### src/rtl/monitor_pkg.sv
// Shared types and constants for the monitor command dispatcher: state encoding,
// default command field widths and the data value returned by a timed-out read.
package monitor_pkg;

    typedef enum logic [1:0] {
        ST_IDLE = 2'd0,
        ST_EXEC = 2'd1,
        ST_RESP = 2'd2
    } disp_state_t;

    localparam int AGRP_W_DEF = 7;
    localparam int ADDR_W_DEF = 16;
    localparam int DATA_W_DEF = 16;
    localparam int CMD_W_DEF  = 1 + AGRP_W_DEF + ADDR_W_DEF + DATA_W_DEF;

    // Wide enough for any practical DATA_W; sliced down at the use site.
    localparam logic [63:0] TIMEOUT_DATA = '1;

    function automatic int cmd_width(input int agrp_w, input int addr_w, input int data_w);
        return 1 + agrp_w + addr_w + data_w;
    endfunction

endpackage

### src/rtl/mon_cmd_watchdog.sv
// Handshake watchdog: counts enabled cycles since the last clear and flags the
// cycle in which the TIMEOUT_CYC-th enabled cycle is reached.
module mon_cmd_watchdog
    import monitor_pkg::*;
#(
    parameter  int TIMEOUT_CYC = 1024,
    localparam int CNT_W       = $clog2(TIMEOUT_CYC + 1)
) (
    input  logic clk,
    input  logic rst_n,
    input  logic cnt_en_i,
    input  logic clr_i,
    output logic expired_o
);

    logic [CNT_W-1:0] cnt_q;
    logic [CNT_W-1:0] cnt_d;

    assign expired_o = cnt_en_i && (cnt_q == CNT_W'(TIMEOUT_CYC - 1));

    always_comb begin
        cnt_d = cnt_q;
        if (clr_i) begin
            cnt_d = '0;
        end else if (cnt_en_i && !expired_o) begin
            cnt_d = cnt_q + CNT_W'(1);
        end
    end

    always_ff @(posedge clk or negedge rst_n) begin
        if (!rst_n) begin
            cnt_q <= '0;
        end else begin
            cnt_q <= cnt_d;
        end
    end

endmodule

### src/rtl/mon_cmd_dispatcher.sv
// Command dispatcher: pops a command, strobes the addressed target and returns read data
// as a message. Define MON_CMD_TIMEOUT_EN to add the handshake watchdog.
module mon_cmd_dispatcher
    import monitor_pkg::*;
#(
    parameter  int                 AGRP_W      = AGRP_W_DEF,
    parameter  int                 ADDR_W      = ADDR_W_DEF,
    parameter  int                 DATA_W      = DATA_W_DEF,
    parameter  int                 NUM_TGT     = 16,
    parameter  logic [NUM_TGT-1:0] HS_MASK     = '1,
    parameter  int                 TIMEOUT_CYC = 1024,
    localparam int                 CMD_W       = cmd_width(AGRP_W, ADDR_W, DATA_W)
) (
    input  logic                      clk,
    input  logic                      rst_n,
    input  logic [CMD_W-1:0]          cmd,
    input  logic                      cmd_ready,
    output logic                      cmd_read_en,
    output logic [ADDR_W-1:0]         cmd_addr,
    output logic [DATA_W-1:0]         cmd_data,
    output logic [NUM_TGT-1:0]        tgt_read_en,
    output logic [NUM_TGT-1:0]        tgt_write_en,
    input  logic [NUM_TGT-1:0]        tgt_done,
    input  logic [NUM_TGT*DATA_W-1:0] tgt_read_data,
    output logic [CMD_W-1:0]          read_msg,
    output logic                      read_msg_valid,
    input  logic                      read_msg_ack,
    output logic                      cmd_err
);

    disp_state_t        state_q;
    logic [CMD_W-1:0]   cmd_q;
    logic [CMD_W-1:0]   msg_q;
    logic [NUM_TGT-1:0] strobe_q;
    logic               valid_q;
    logic               err_q;

    logic [AGRP_W-1:0]  in_grp;
    logic [AGRP_W-1:0]  grp_q;
    logic [NUM_TGT-1:0] in_sel;
    logic [NUM_TGT-1:0] strobe_out;
    logic [DATA_W-1:0]  rdata_sel;
    logic               in_mapped;
    logic               wr_q;
    logic               hs_sel;
    logic               done_sel;
    logic               exec_done;
    logic               wd_expired;

    assign in_grp = cmd[CMD_W-2 -: AGRP_W];

    // Group decode; groups beyond NUM_TGT decode to all zeros and are unmapped.
    for (genvar gi = 0; gi < NUM_TGT; gi++) begin : g_dec
        assign in_sel[gi] = (in_grp == AGRP_W'(gi));
    end
    assign in_mapped = |in_sel;

    assign wr_q     = cmd_q[CMD_W-1];
    assign grp_q    = cmd_q[CMD_W-2 -: AGRP_W];
    assign cmd_addr = cmd_q[DATA_W +: ADDR_W];
    assign cmd_data = cmd_q[DATA_W-1:0];

    // strobe_q is non-zero only in EXEC and then holds the selected target.
    assign hs_sel    = |(strobe_q & HS_MASK);
    assign done_sel  = |(strobe_q & tgt_done);
    assign exec_done = hs_sel ? done_sel : 1'b1;

    // A handshake target's strobe drops in the very cycle it reports done.
    assign strobe_out   = strobe_q & ~(tgt_done & HS_MASK);
    assign tgt_read_en  = wr_q ? '0 : strobe_out;
    assign tgt_write_en = wr_q ? strobe_out : '0;

    always_comb begin
        rdata_sel = '0;
        for (int t = 0; t < NUM_TGT; t++) begin
            if (strobe_q[t]) begin
                rdata_sel = rdata_sel | tgt_read_data[t*DATA_W +: DATA_W];
            end
        end
    end

    assign cmd_read_en    = rst_n && (state_q == ST_IDLE) && cmd_ready;
    assign read_msg       = msg_q;
    assign read_msg_valid = valid_q;
    assign cmd_err        = err_q;

`ifdef MON_CMD_TIMEOUT_EN
    logic wd_cnt_en;
    logic wd_clr;

    assign wd_cnt_en = (state_q == ST_EXEC) && hs_sel;
    assign wd_clr    = cmd_read_en && in_mapped;

    mon_cmd_watchdog #(
        .TIMEOUT_CYC (TIMEOUT_CYC)
    ) u_watchdog (
        .clk       (clk),
        .rst_n     (rst_n),
        .cnt_en_i  (wd_cnt_en),
        .clr_i     (wd_clr),
        .expired_o (wd_expired)
    );
`else
    // No watchdog in this build: never expires, TIMEOUT_CYC has no effect.
    assign wd_expired = (TIMEOUT_CYC < 0);
`endif

    always_ff @(posedge clk or negedge rst_n) begin
        if (!rst_n) begin
            state_q  <= ST_IDLE;
            cmd_q    <= '0;
            strobe_q <= '0;
            msg_q    <= '0;
            valid_q  <= 1'b0;
            err_q    <= 1'b0;
        end else begin
            err_q <= 1'b0;
            case (state_q)
                ST_IDLE: begin
                    if (cmd_ready) begin
                        cmd_q <= cmd;
                        if (in_mapped) begin
                            strobe_q <= in_sel;
                            state_q  <= ST_EXEC;
                        end else begin
                            err_q <= 1'b1;
                        end
                    end
                end
                ST_EXEC: begin
                    if (exec_done || wd_expired) begin
                        strobe_q <= '0;
                        err_q    <= !exec_done;
                        if (wr_q) begin
                            state_q <= ST_IDLE;
                        end else begin
                            msg_q   <= {1'b1, grp_q, cmd_addr,
                                        exec_done ? rdata_sel : TIMEOUT_DATA[DATA_W-1:0]};
                            valid_q <= 1'b1;
                            state_q <= ST_RESP;
                        end
                    end
                end
                ST_RESP: begin
                    if (read_msg_ack) begin
                        valid_q <= 1'b0;
                        state_q <= ST_IDLE;
                    end
                end
                default: state_q <= ST_IDLE;
            endcase
        end
    end

endmodule
### config.mk
export PLATFORM = sky130hd
export DESIGN_NAME = mon_cmd_dispatcher
export DESIGN_NICKNAME = d
export VERILOG_FILES = /design/src/rtl/monitor_pkg.sv /design/src/rtl/mon_cmd_watchdog.sv /design/src/rtl/mon_cmd_dispatcher.sv
export SDC_FILE = /design/constraint.sdc
export NUM_CORES = 1
export LEC_CHECK = 0
export BUFFER_PORTS_ARGS = -buffer_cell sky130_fd_sc_hd__clkbuf_2
export CORE_AREA = 2 2 167 169
export DETAILED_ROUTE_END_ITERATION = 10
export DIE_AREA = 0 0 169 171
export PLACE_DENSITY_LB_ADDON = 0.08
export SLEW_MARGIN = 0
export SYNTH_ARGS = -nofsm -noshare
export SYNTH_HDL_FRONTEND = slang
export SYNTH_SLANG_ARGS = --single-unit
### constraint.sdc
create_clock -name clk -period 4.9 [get_ports clk]
set_clock_uncertainty 0.1 [all_clocks]
set_input_delay 0.49 -clock clk [delete_from_list [all_inputs] [get_ports clk]]
set_output_delay 0.49 -clock clk [all_outputs]
set_load 0.05 [all_outputs]
Word level (Yosys, flattened, before mapping) --
Cells that the tools add are included.
Operators by class: bitwise gates (word level) 19, mux-type cells 37, reduce and logical (&&, ||, !) cells 15, eq/ne operators 22
Operator list (count):
- $mux W16 | 21
- $or A16 B16 Y16 | 15
- $eq A7 B4 Y1 const B | 8
- $reduce_or A16 Y1 | 3
- $and A16 B16 Y16 | 2
- $pmux W16 S2 | 1
- $eq A7 B3 Y1 const B | 4
- $not A16 Y16 | 1
- $eq A7 B2 Y1 const B | 2
- $reduce_and A4 Y1 | 3
- $mux W2 | 5
- $ne A2 B2 Y1 const B | 5
- $eq A7 B1 Y1 const B | 1
- $logic_not A7 Y1 | 1
- $mux W1 | 7
- $pmux W2 S3 | 1
- $pmux W1 S2 | 2
- $reduce_bool A2 Y1 | 2
- $reduce_and A3 Y1 | 1
- $eq A2 B1 Y1 const B | 1
- $eq A2 B2 Y1 const B | 1
- $logic_and A1 B1 Y1 | 2
- $logic_not A2 Y1 | 1
- $reduce_and A2 Y1 | 1
- 2 further kinds | 2
Storage, ports and cells: input port bits 316, output and inout bits 107, word-level logic and storage cells 99, register bits 100

Depth between registers and ports, before layout --
Gate-level depths: netlist of the first run.
word-level depth 31, mapped depth 6, gate-level depth less buffers 4

Worst setup path after synthesis of the first run --
No wires, ideal clock.
kind register -> output, start register strobe_q[14], end output port tgt_read_en[14], data required time 4.310 ns, data arrival time 2.093 ns, stages on the path, launching flop included 4, buffers on the path 2, path slack 2.217 ns, cells stage by stage dfrtp_1 -> clkbuf_1 -> clkbuf_1 -> nor3b_1
On the way: word-level cells in the longest chain between the ends 2
RTL lines:
- start, declared | line mon_cmd_dispatcher.sv:34 | logic [NUM_TGT-1:0] strobe_q;
- start signal, assigned | line mon_cmd_dispatcher.sv:123 | strobe_q <= in_sel;
- $and A16 B16 Y16 | line mon_cmd_dispatcher.sv:69 | assign strobe_out = strobe_q & ~(tgt_done & HS_MASK);
- $mux W16 | line mon_cmd_dispatcher.sv:70 | assign tgt_read_en = wr_q ? '0 : strobe_out;
- end, declared | line mon_cmd_dispatcher.sv:21 | output logic [NUM_TGT-1:0] tgt_read_en,
Every way passes these cells.

Final worst setup path of the first run --
start register strobe_q[11], end register msg_q[12] (netlist: read_msg[12])
On the way: word-level cells in the longest chain between the ends 9, elaborated cells on any way between the ends 14, those cells by class mux (6); bitwise (5); reduce/logical (3)
RTL lines:
- $mux W16 | line mon_cmd_dispatcher.sv:76 | if (strobe_q[t]) begin
- $or A16 B16 Y16 | line mon_cmd_dispatcher.sv:77 | rdata_sel = rdata_sel | tgt_read_data[t*DATA_W +: DATA_W];
- $mux W16 | line mon_cmd_dispatcher.sv:76
- $or A16 B16 Y16 | line mon_cmd_dispatcher.sv:77
- $mux W16 | line mon_cmd_dispatcher.sv:76
- $or A16 B16 Y16 | line mon_cmd_dispatcher.sv:77
- $mux W16 | line mon_cmd_dispatcher.sv:76
- $or A16 B16 Y16 | line mon_cmd_dispatcher.sv:77
- $mux W16 | line mon_cmd_dispatcher.sv:76
- end signal, assigned | line mon_cmd_dispatcher.sv:137 | msg_q <= {1'b1, grp_q, cmd_addr,
- end, declared | line mon_cmd_dispatcher.sv:33 | logic [CMD_W-1:0] msg_q;
Several ways; a longest one is shown, not always the timed one. A chain may end at the register's enable or synchronous reset.

==> results of run 1 <==
state kept, by name, indices dropped and copies added, names as in the netlist:
signal and flops:
read_msg 40, state_q 2, read_msg_valid 1, cmd_q 40
cmd_err 1, strobe_q 16
cell families after synthesis:
| family | synth area share, % |
|---|---|
| AOI/OAI and AO/OA | 22.9 |
| buffers and inverters | 7.52 |
| DFF | 43.5 |
| muxes | 15.5 |
| and+or+nand+nor | 10.6 |
area by class of cell:
| cell class | instances | area (µm²) | area share (%) |
|---|---|---|---|
| Antenna cell | 3 | 7.51 | 0.0909 |
| Sequential cell | 100 | 2500 | 30.3 |
| Clock inverter | 5 | 65.1 | 0.788 |
| Clock buffer | 11 | 253 | 3.06 |
| Multi-Input combinational cell | 328 | 2820 | 34.2 |
| Timing Repair Buffer | 430 | 2170 | 26.3 |
| Tap cell | 346 | 433 | 5.24 |
critical path, cell delays in order (launching register included):
cell and delay (ns):
dfrtp_1 1.08, a22oi_1 0.21, and4_1 0.29, a31oi_4 0.43, buf_4 0.36, mux2_2 0.37
per-stage QoR:
| step | power [mW] | std cells |
|---|---|---|
| 6_report | 3.75 | 1223 |
| 5_1_grt | 3.94 | 1220 |
| 4_1_cts | 3.80 | 1220 |
| 3_5_place_dp | 3.00 | 1204 |
| 3_3_place_gp | 3.01 | 1204 |
| 2_1_floorplan | 2.52 | 505 |
path summary, 6_finish.rpt:
| kind | cells past startpoint | slack, ns | from | end |
|---|---|---|---|---|
| max | 5 | 1.92 | strobe_q[11] | read_msg[12] |
| min in group clk | 2 | 0.26 | cmd[11] | cmd_q[11] |
| min reg2reg | 1 | 0.39 | read_msg[39] | read_msg[39] |
| min | 1 | 0.06 | rst_n | read_msg[9] |
| max in group asynchronous | 2 | 3.39 | rst_n | read_msg_valid |
| max reg2reg | 5 | 1.92 | strobe_q[11] | read_msg[12] |
routing by layer:
metal	up-vias	GRT usage [%]	wire [µm]	part of all wire (%)
li1	2736	-	-	-
met1	3035	24.2	12100	38
met2	336	36.2	15700	50
met3	63	5.32	2490	7.9
met4	8	7.77	1060	3.4
met5	-	0	51	0.16
Yosys cell counts (4+ instances only):
cell type    n  area share (%)
buf_2        4            0.35
a22oi_1      8             1.0
dfrtp_1    100              43
nand2_1     19             1.2
a221oi_1    64             9.7
a22o_1      64             9.7
and3b_1     16             2.4
mux2_2      77              15
nand2b_1     4            0.43
nor4_1       4            0.43
buf_4       37             4.8
clkbuf_1    36             2.3
or2_2        4            0.43
nand4_1     17             1.8
nor3b_1     17             2.2
o22ai_1     16             1.7
cells in the final DEF, fill, tap and decap left out, types with 9 or more instances in the layout:
| cell type | count |
|---|---|
| clkbuf_2 | 421 |
| dfrtp_1 | 100 |
| mux2_2 | 77 |
| a22o_1 | 64 |
| a221oi_1 | 64 |
| nand2_1 | 19 |
| nor3b_1 | 17 |
| nand4_1 | 17 |
| and3b_1 | 16 |
| o22ai_1 | 16 |
| clkbuf_16 | 9 |
| buf_4 | 9 |
power breakdown:
part	internal [mW]	switching, mW
sequential	1.05	0.216
clock	0.432	0.353
combinational	0.539	1.16
total	2.02	1.73
==> reports/summary.txt, run 1 <==
Placed Area - 7930 µm²
Max_cap viols - 0
Final WS setup - 1.92 ns
Antenna Nets Post-Route - 0
Async set or reset register ratio after synthesis - 100%
Tot GR Track Use - 20.6%
Hold WS - 0.0617 ns
CTS resizes - 0
Yosys reg bits - 100
DRT Wirelength - 31.4 mm
Final number of max-transition violations - 0
Global route overflow - 0
Register area share after synthesis - 43.5%
DR vias - 6178
Initial core utilization - 21.1%
Crit path kind - register to register
Final min period - 2.98 ns
Final instance area - 8260 µm²
Status - finished, final reports clean
Final hold viol count - 0
Synth Flop Type - dfrtp_1
Leakage - 4.14 nW
Final core utilization - 30.2%
Power density over the cells - 455 nW/µm²
Clock slew at reported path FFs - 0.08 ns
GPL Wtd Cong - 0.887
Nets - 1185
Pre-CTS setup slack - 1.89 ns
Slew margin rel. - 26.6%
RSZ-0062 raised after global routing - no
Die area - 28900 µm²
Vias per cell - 5.05
CTS Buffer Depth - 2
Worst vdd ir - 0.301 mV
DRC Markers - 0
Number of flops mapped to enable cells by yosys - 0
Wire length per cell - 25.6 µm
Largest net degree at the start of global routing - 57
TNS Setup - 0 ns
Syn Nets - 821
Initial drt markers - 451
Later-pin clock latency in the skew report - 0.35 ns
Type of origin of the critical path - register
H-Tree Depth - 3
WP data arrival - 3.11 ns
Layout cells sized above 1 - 60.5%
Final setup viols - 0
Post-Syn Area - 5760 µm²
Die width - 169 µm
Min-delay worst type - input pin to asynchronous set/reset pin
Post-synthesis area per instance - 11.4 µm²
Crit-path max FO - 21
Row count - 61
# port buffers - 422
YS warnings - 0
Cells after Synth - 505
Hold_buf cts - 0
Worst-Margin Slew - 1.10 ns
Peak Freq - 336 MHz
CP endpoint kind - register
Die Height - 171 µm
Filler cells - 2978
CTS tree - done
Clock sink count - 100
Global-route wire length before repair - 43.3 mm
Post-DP HPWL - 24.4 mm
IO Count - 423
Initial antenna violation count - 5
Distinct cell type count after synthesis - 28
Fin crit share - 60.8%
Clock root cell - clkbuf_16
Synthesis-to-layout area growth - 43.4%
Total core area - 27300 µm²
Vias in the first global route - 6374
Setup Fix Bufs, Post-CTS - 0
Worst Path Required - 5.04 ns
Pre-antenna DRT Iters - 5
Cts bufs inserted - 9
(Power assumes the default switching activity.)
==> run 2, diff against run 1 <==
--- a/config.mk
+++ b/config.mk
@@ -6,9 +6,9 @@
 export NUM_CORES = 1
 export LEC_CHECK = 0
 export BUFFER_PORTS_ARGS = -buffer_cell sky130_fd_sc_hd__clkbuf_2
-export CORE_AREA = 2 2 167 169
+export CORE_AREA = 2 2 163 165
 export DETAILED_ROUTE_END_ITERATION = 10
-export DIE_AREA = 0 0 169 171
+export DIE_AREA = 0 0 165 167
 export PLACE_DENSITY_LB_ADDON = 0.08
 export SLEW_MARGIN = 0
 export SYNTH_ARGS = -nofsm -noshare
==> constraint.sdc (replaced) <==
create_clock -name clk -period 3 [get_ports clk]
set_clock_uncertainty 0.1 [all_clocks]
set_input_delay 0.3 -clock clk [delete_from_list [all_inputs] [get_ports clk]]
set_output_delay 0.3 -clock clk [all_outputs]
set_load 0.05 [all_outputs]
==> reports/summary.txt, run 2 (synthesis results as in run 1) <==
Status - finished, final reports clean
Crit-path max cell delay - 0.62 ns (-0.46 ns)
Worst vdd ir - 0.514 mV (+71%)
Nets - 1202 (+1.4%)
Die width - 165 µm (-2.4%)
Clock slew at reported path FFs - 0.08 ns (about the same)
Final min period - 2.50 ns (-0.478 ns)
Register Area - 2500 µm² (unchanged)
Post-DP HPWL - 24.8 mm (+1.6%)
Global route overflow - 0 (unchanged)
Final number of max-transition violations - 0 (unchanged)
Vias per cell - 5.00 (-1.1%)
Commonest non-fill, non-tap cell in the layout - clkbuf_2
Slew margin rel. - 57.7% (+31 points)
Worst-Margin Slew - 0.634 ns (-0.466 ns)
Slowest-stage cell, CP - dfrtp_1
Most frequent cells in the layout - clkbuf_2 (421), dfrtp_1 (100), mux2_2 (77), a22o_1 (64), a221oi_1 (64)
Initial antenna violation count - 10 (+5)
Layout cells sized above 1 - 61.3% (+0.75 points)
RSZ-0062 raised after global routing - no
Power density over the cells - 728 nW/µm² (+60%)
GPL Wtd Cong - 0.870 (-1.8%)
Worst Path Required - 3.14 ns (-1.90 ns)
Die Height - 167 µm (-2.3%)
Crit-path max FO - 22 (+4.8%)
Hold WS - 0.000136 ns (-0.0616 ns)
R2R setup slack - 0.50 ns (-1.42 ns)
Initial core utilization - 22.3% (+1.3 points)
Filler cells - 2795 (-6.1%)
Cts bufs inserted - 9 (unchanged)
Max_cap viols - 0 (unchanged)
Peak Freq - 400 MHz (+19%)
# port buffers - 422 (unchanged)
Min-delay worst type - input pin to asynchronous set/reset pin
Vias in the first global route - 6209 (-2.6%)
Hold_buf cts - 0 (unchanged)
CTS tree - done
Tot Pwr - 6.10 mW (+62%)
Final instance area - 8370 µm² (+1.4%)
Clock root cell - clkbuf_16
Die area - 27600 µm² (-4.7%)
Global-route wire length before repair - 43.2 mm (-0.14%)
Row count - 59 (-3.3%)
R2R depth - 5 (unchanged)
Leakage - 4.22 nW (+2.0%)
Final hold viol count - 0 (unchanged)
Tot GR Track Use - 22.1% (+1.4 points)
Initial drt markers - 292 (-35%)
TNS Setup - 0 ns (unchanged)
Final setup viols - 0 (unchanged)
DR vias - 6173 (-0.081%)
Multi-input combinational cell area - 2820 µm² (unchanged)
Cell Chain, Critical Path - nor4_1 > nand4_1 > a31oi_4 > buf_4 > mux2_2
Placed Area - 8060 µm² (+1.6%)
H-Tree Depth - 3 (unchanged)
FF-to-FF End - read_msg[5]
DRC Markers - 0 (unchanged)
Crit path kind - register to register
IO Count - 423 (unchanged)
Antenna Nets Post-Route - 0 (unchanged)
CTS resizes - 0 (unchanged)
Later-pin clock latency in the skew report - 0.36 ns (about the same)
Type of origin of the critical path - register
WP data arrival - 2.64 ns (-0.47 ns)
Reg-to-reg startpoint - strobe_q[11]
Setup Fix Bufs, Post-CTS - 0 (unchanged)
Fin crit share - 83.4% (+23 points)
CP endpoint kind - register
Clock sink count - 100 (unchanged)
Pre-antenna DRT Iters - 5 (unchanged)
Synthesis-to-layout area growth - 45.5%
Total core area - 25800 µm² (-5.7%)
DRT Wirelength - 31.7 mm (+1.1%)
Largest net degree at the start of global routing - 101 (+77%)
Wire length per cell - 25.7 µm (+0.11%)
CTS Buffer Depth - 2 (unchanged)
## run 2: cell type report
class	instances	area share [%]
tap	335	5.01
timing repair buffer	447	27.6
clock inverter	7	0.807
multi-input combinational	328	33.7
sequential	100	29.9
clock buffer	9	2.69
antenna	9	0.269
## run 2: per-layer routing
layer	global-route usage, %	vias up	share of wire [%]
li1	-	2783	-
met1	26.1	3038	39
met2	37.5	306	50
met3	6.38	46	8.0
met4	8.51	0	2.8
met5	0	-	0
## run 2: how the worst max path moves through the flow
stage	end	slack, ns	startpoint	depth (start not counted)
after floorplan	tgt_read_en[14]	0.51	strobe_q[14]	3
after global placement	read_msg[9]	0.51	strobe_q[11]	5
after detailed placement	read_msg[10]	0.54	strobe_q[11]	5
after CTS	cmd_read_en	0.48	state_q[0]	4
after global routing	read_msg[6]	0.34	strobe_q[11]	5
final	read_msg[5]	0.50	strobe_q[11]	5
## run 2: through the flow
stage,util (%),std cells,setup slack (ns)
6_report,32.5,1235,0.499
5_1_grt,32.5,1234,0.341
4_1_cts,32.4,1226,0.484
3_5_place_dp,31.3,1210,0.540
3_3_place_gp,31.3,1210,0.514
2_1_floorplan,-,505,0.507
## run 2: critical path: cells and delay by family, from the launching register on
kind	cells	cell delay, ns
AO/OA/AOI/OAI	1	0.22
buffers and inverters	1	0.34
flip-flops	1	0.62
multiplexers	1	0.38
AND/OR/NAND/NOR	2	0.68
## run 2: report_power, final
group          internal, mW  total, mW  switching (mW)  leakage [nW]
combinational         0.903       2.93            2.02          2.83
clock                 0.586       1.18           0.597         0.146
sequential             1.72       1.99           0.265          1.25
total                  3.21       6.10            2.88          4.22
==> run 3, diff against run 2 <==
==> constraint.sdc (replaced) <==
create_clock -name clk -period 2.44 [get_ports clk]
set_clock_uncertainty 0.1 [all_clocks]
set_input_delay 0.244 -clock clk [delete_from_list [all_inputs] [get_ports clk]]
set_output_delay 0.244 -clock clk [all_outputs]
set_load 0.05 [all_outputs]
==> reports/summary.txt, run 3 (synthesis results as in run 1) <==
Row count - 59 (unchanged)
H-Tree Depth - 3 (unchanged)
TNS Setup - 0 ns (unchanged)
CP endpoint kind - register
Nets - 1231 (+2.4%)
CTS tree - done
Final setup viols - 0 (unchanged)
Initial core utilization - 22.3% (unchanged)
Internal - 4.00 mW (+25%)
Hold_buf cts - 16 (+16)
CTS Buffer Depth - 2 (unchanged)
Post-DP HPWL - 25.1 mm (+1.6%)
Worst path bufs/invs - 2 (+1)
Worst vdd ir - 0.673 mV (+31%)
Worst-Margin Slew - 0.593 ns (-0.0419 ns)
WP data arrival - 2.34 ns (-0.30 ns)
Clock slew at reported path FFs - 0.08 ns (about the same)
DRT Wirelength - 32.2 mm (+1.6%)
IO Count - 423 (unchanged)
Initial antenna violation count - 17 (+7)
Clock sink count - 100 (unchanged)
RSZ-0062 raised after global routing - no
Crit path kind - register to register
Setup Fix Bufs, Post-CTS - 0 (unchanged)
Leakage - 4.36 nW (+3.3%)
Die area - 27600 µm² (unchanged)
Tot Pwr - 7.56 mW (+24%)
Status - finished, final reports clean
Slew margin rel. - 60.5% (+2.8 points)
Min-delay worst type - input pin to register
Die width - 165 µm (unchanged)
Pre-antenna DRT Iters - 5 (unchanged)
DR vias - 6450 (+4.5%)
Crit-path max cell delay - 0.36 ns (-0.26 ns)
Post-Layout Cell Count - 1269 (+2.8%)
Antenna Nets Post-Route - 0 (unchanged)
Power density over the cells - 872 nW/µm² (+20%)
Final hold viol count - 0 (unchanged)
Sw frac - 47.0% (-0.30 points)
Tot GR Track Use - 22.5% (+0.49 points)
Worst Path Required - 2.58 ns (-0.56 ns)
Slowest-stage cell, CP - mux2_2
Vias in the first global route - 6571 (+5.8%)
Delay-heaviest family, CP - buffers and inverters
DRC Markers - 0 (unchanged)
Final min period - 2.20 ns (-0.305 ns)
Max_cap viols - 0 (unchanged)
Cell Chain, Critical Path - buf_4 > a22oi_1 > and4_1 > a31oi_4 > buf_12 > mux2_2
Dpl cells - 1222 (+0.99%)
Type of origin of the critical path - register
Fraction of power consumed by the clock network - 19.3% (about the same)
Global-route wire length before repair - 44.4 mm (+2.7%)
Layout cells sized above 1 - 60.5% (-0.74 points)
Most frequent cells in the layout - clkbuf_2 (421), dfrtp_1 (100), mux2_2 (77), a22o_1 (64), a221oi_1 (64)
GPL Wtd Cong - 0.870 (about the same)
Global route overflow - 0 (unchanged)
Die Height - 167 µm (unchanged)
Initial drt markers - 415 (+42%)
Largest net degree at the start of global routing - 101 (unchanged)
Part of the power in registers - 31.4% (-1.2 points)
Hold WS - 0.0148 ns (+0.0147 ns)
# port buffers - 422 (unchanged)
Total core area - 25800 µm² (unchanged)
Later-pin clock latency in the skew report - 0.36 ns (about the same)
Wire length per cell - 25.4 µm (-1.1%)
CTS resizes - 0 (unchanged)
Clock root cell - clkbuf_16
Final number of max-transition violations - 0 (unchanged)
Crit-path max FO - 36 (+64%)
Combinational Power Share - 49.3% (+1.3 points)
Fin crit share - 90.0% (+6.6 points)
Cts bufs inserted - 9 (unchanged)
Vias per cell - 5.08 (+1.7%)
Synthesis-to-layout area growth - 50.6%
Switching power - 3.55 mW (+23%)
Commonest non-fill, non-tap cell in the layout - clkbuf_2
Peak Freq - 455 MHz (+14%)
==> run 3: cell types whose count changed in the layout (fill, tap and decap cells not counted), moves of 2 or more <==
cell	previous run	this run
inv_8	1	3
diode_2	9	14
dlygate4sd3_1	0	17
buf_4	25	35
buf_12	1	3
==> run 3: final timing paths <==
path,slack [ns],endpoint,startpoint,cells past startpoint
max,0.24,read_msg[19],strobe_q[6],6
min,0.01,cmd_q[9],cmd[9],2
max reg2reg,0.24,read_msg[19],strobe_q[6],6
min reg2reg,0.39,read_msg[35],cmd_q[35],1
max in group asynchronous,1.26,read_msg[19],rst_n,3
min in group asynchronous,0.50,strobe_q[1],rst_n,3
==> run 3: final cells by class <==
| cell class | count | area [µm²] |
|---|---|---|
| Timing Repair Buffer | 476 | 2600 |
| Clock buffer | 10 | 229 |
| Tap cell | 335 | 419 |
| Clock inverter | 6 | 60.1 |
| Antenna cell | 14 | 35.0 |
| Sequential cell | 100 | 2500 |
| Multi-Input combinational cell | 328 | 2820 |
| Fill cell | 2770 | 17100 |
==> run 3: power groups by stage <==
stage	Combinational, mW	Clock (mW)	Sequential (mW)
after floorplan	1.69	0	3.37
after global placement	3.73	0	2.41
after detailed placement	3.72	0	2.41
after CTS	3.75	1.52	2.38
after global routing	3.91	1.57	2.44
final	3.72	1.46	2.37
==> run 3: layer usage <==
metal  wire (µm)  vias up  GRT usage [%]
li1            -     2853              -
met1       12300     3194           25.7
met2       15900      330           38.4
met3        2870       65           8.07
met4        1090        8           8.51
met5          55        -              0
==> run 3: through the flow <==
step | setup WS (ns) | area, µm² | util [%]
after floorplan | 0.00251 | 5760 | -
after global placement | 0.307 | 8170 | 31.7
final | 0.244 | 8670 | 33.6
after CTS | 0.251 | 8620 | 33.5
after global routing | 0.132 | 8650 | 33.6
after detailed placement | 0.259 | 8170 | 31.7
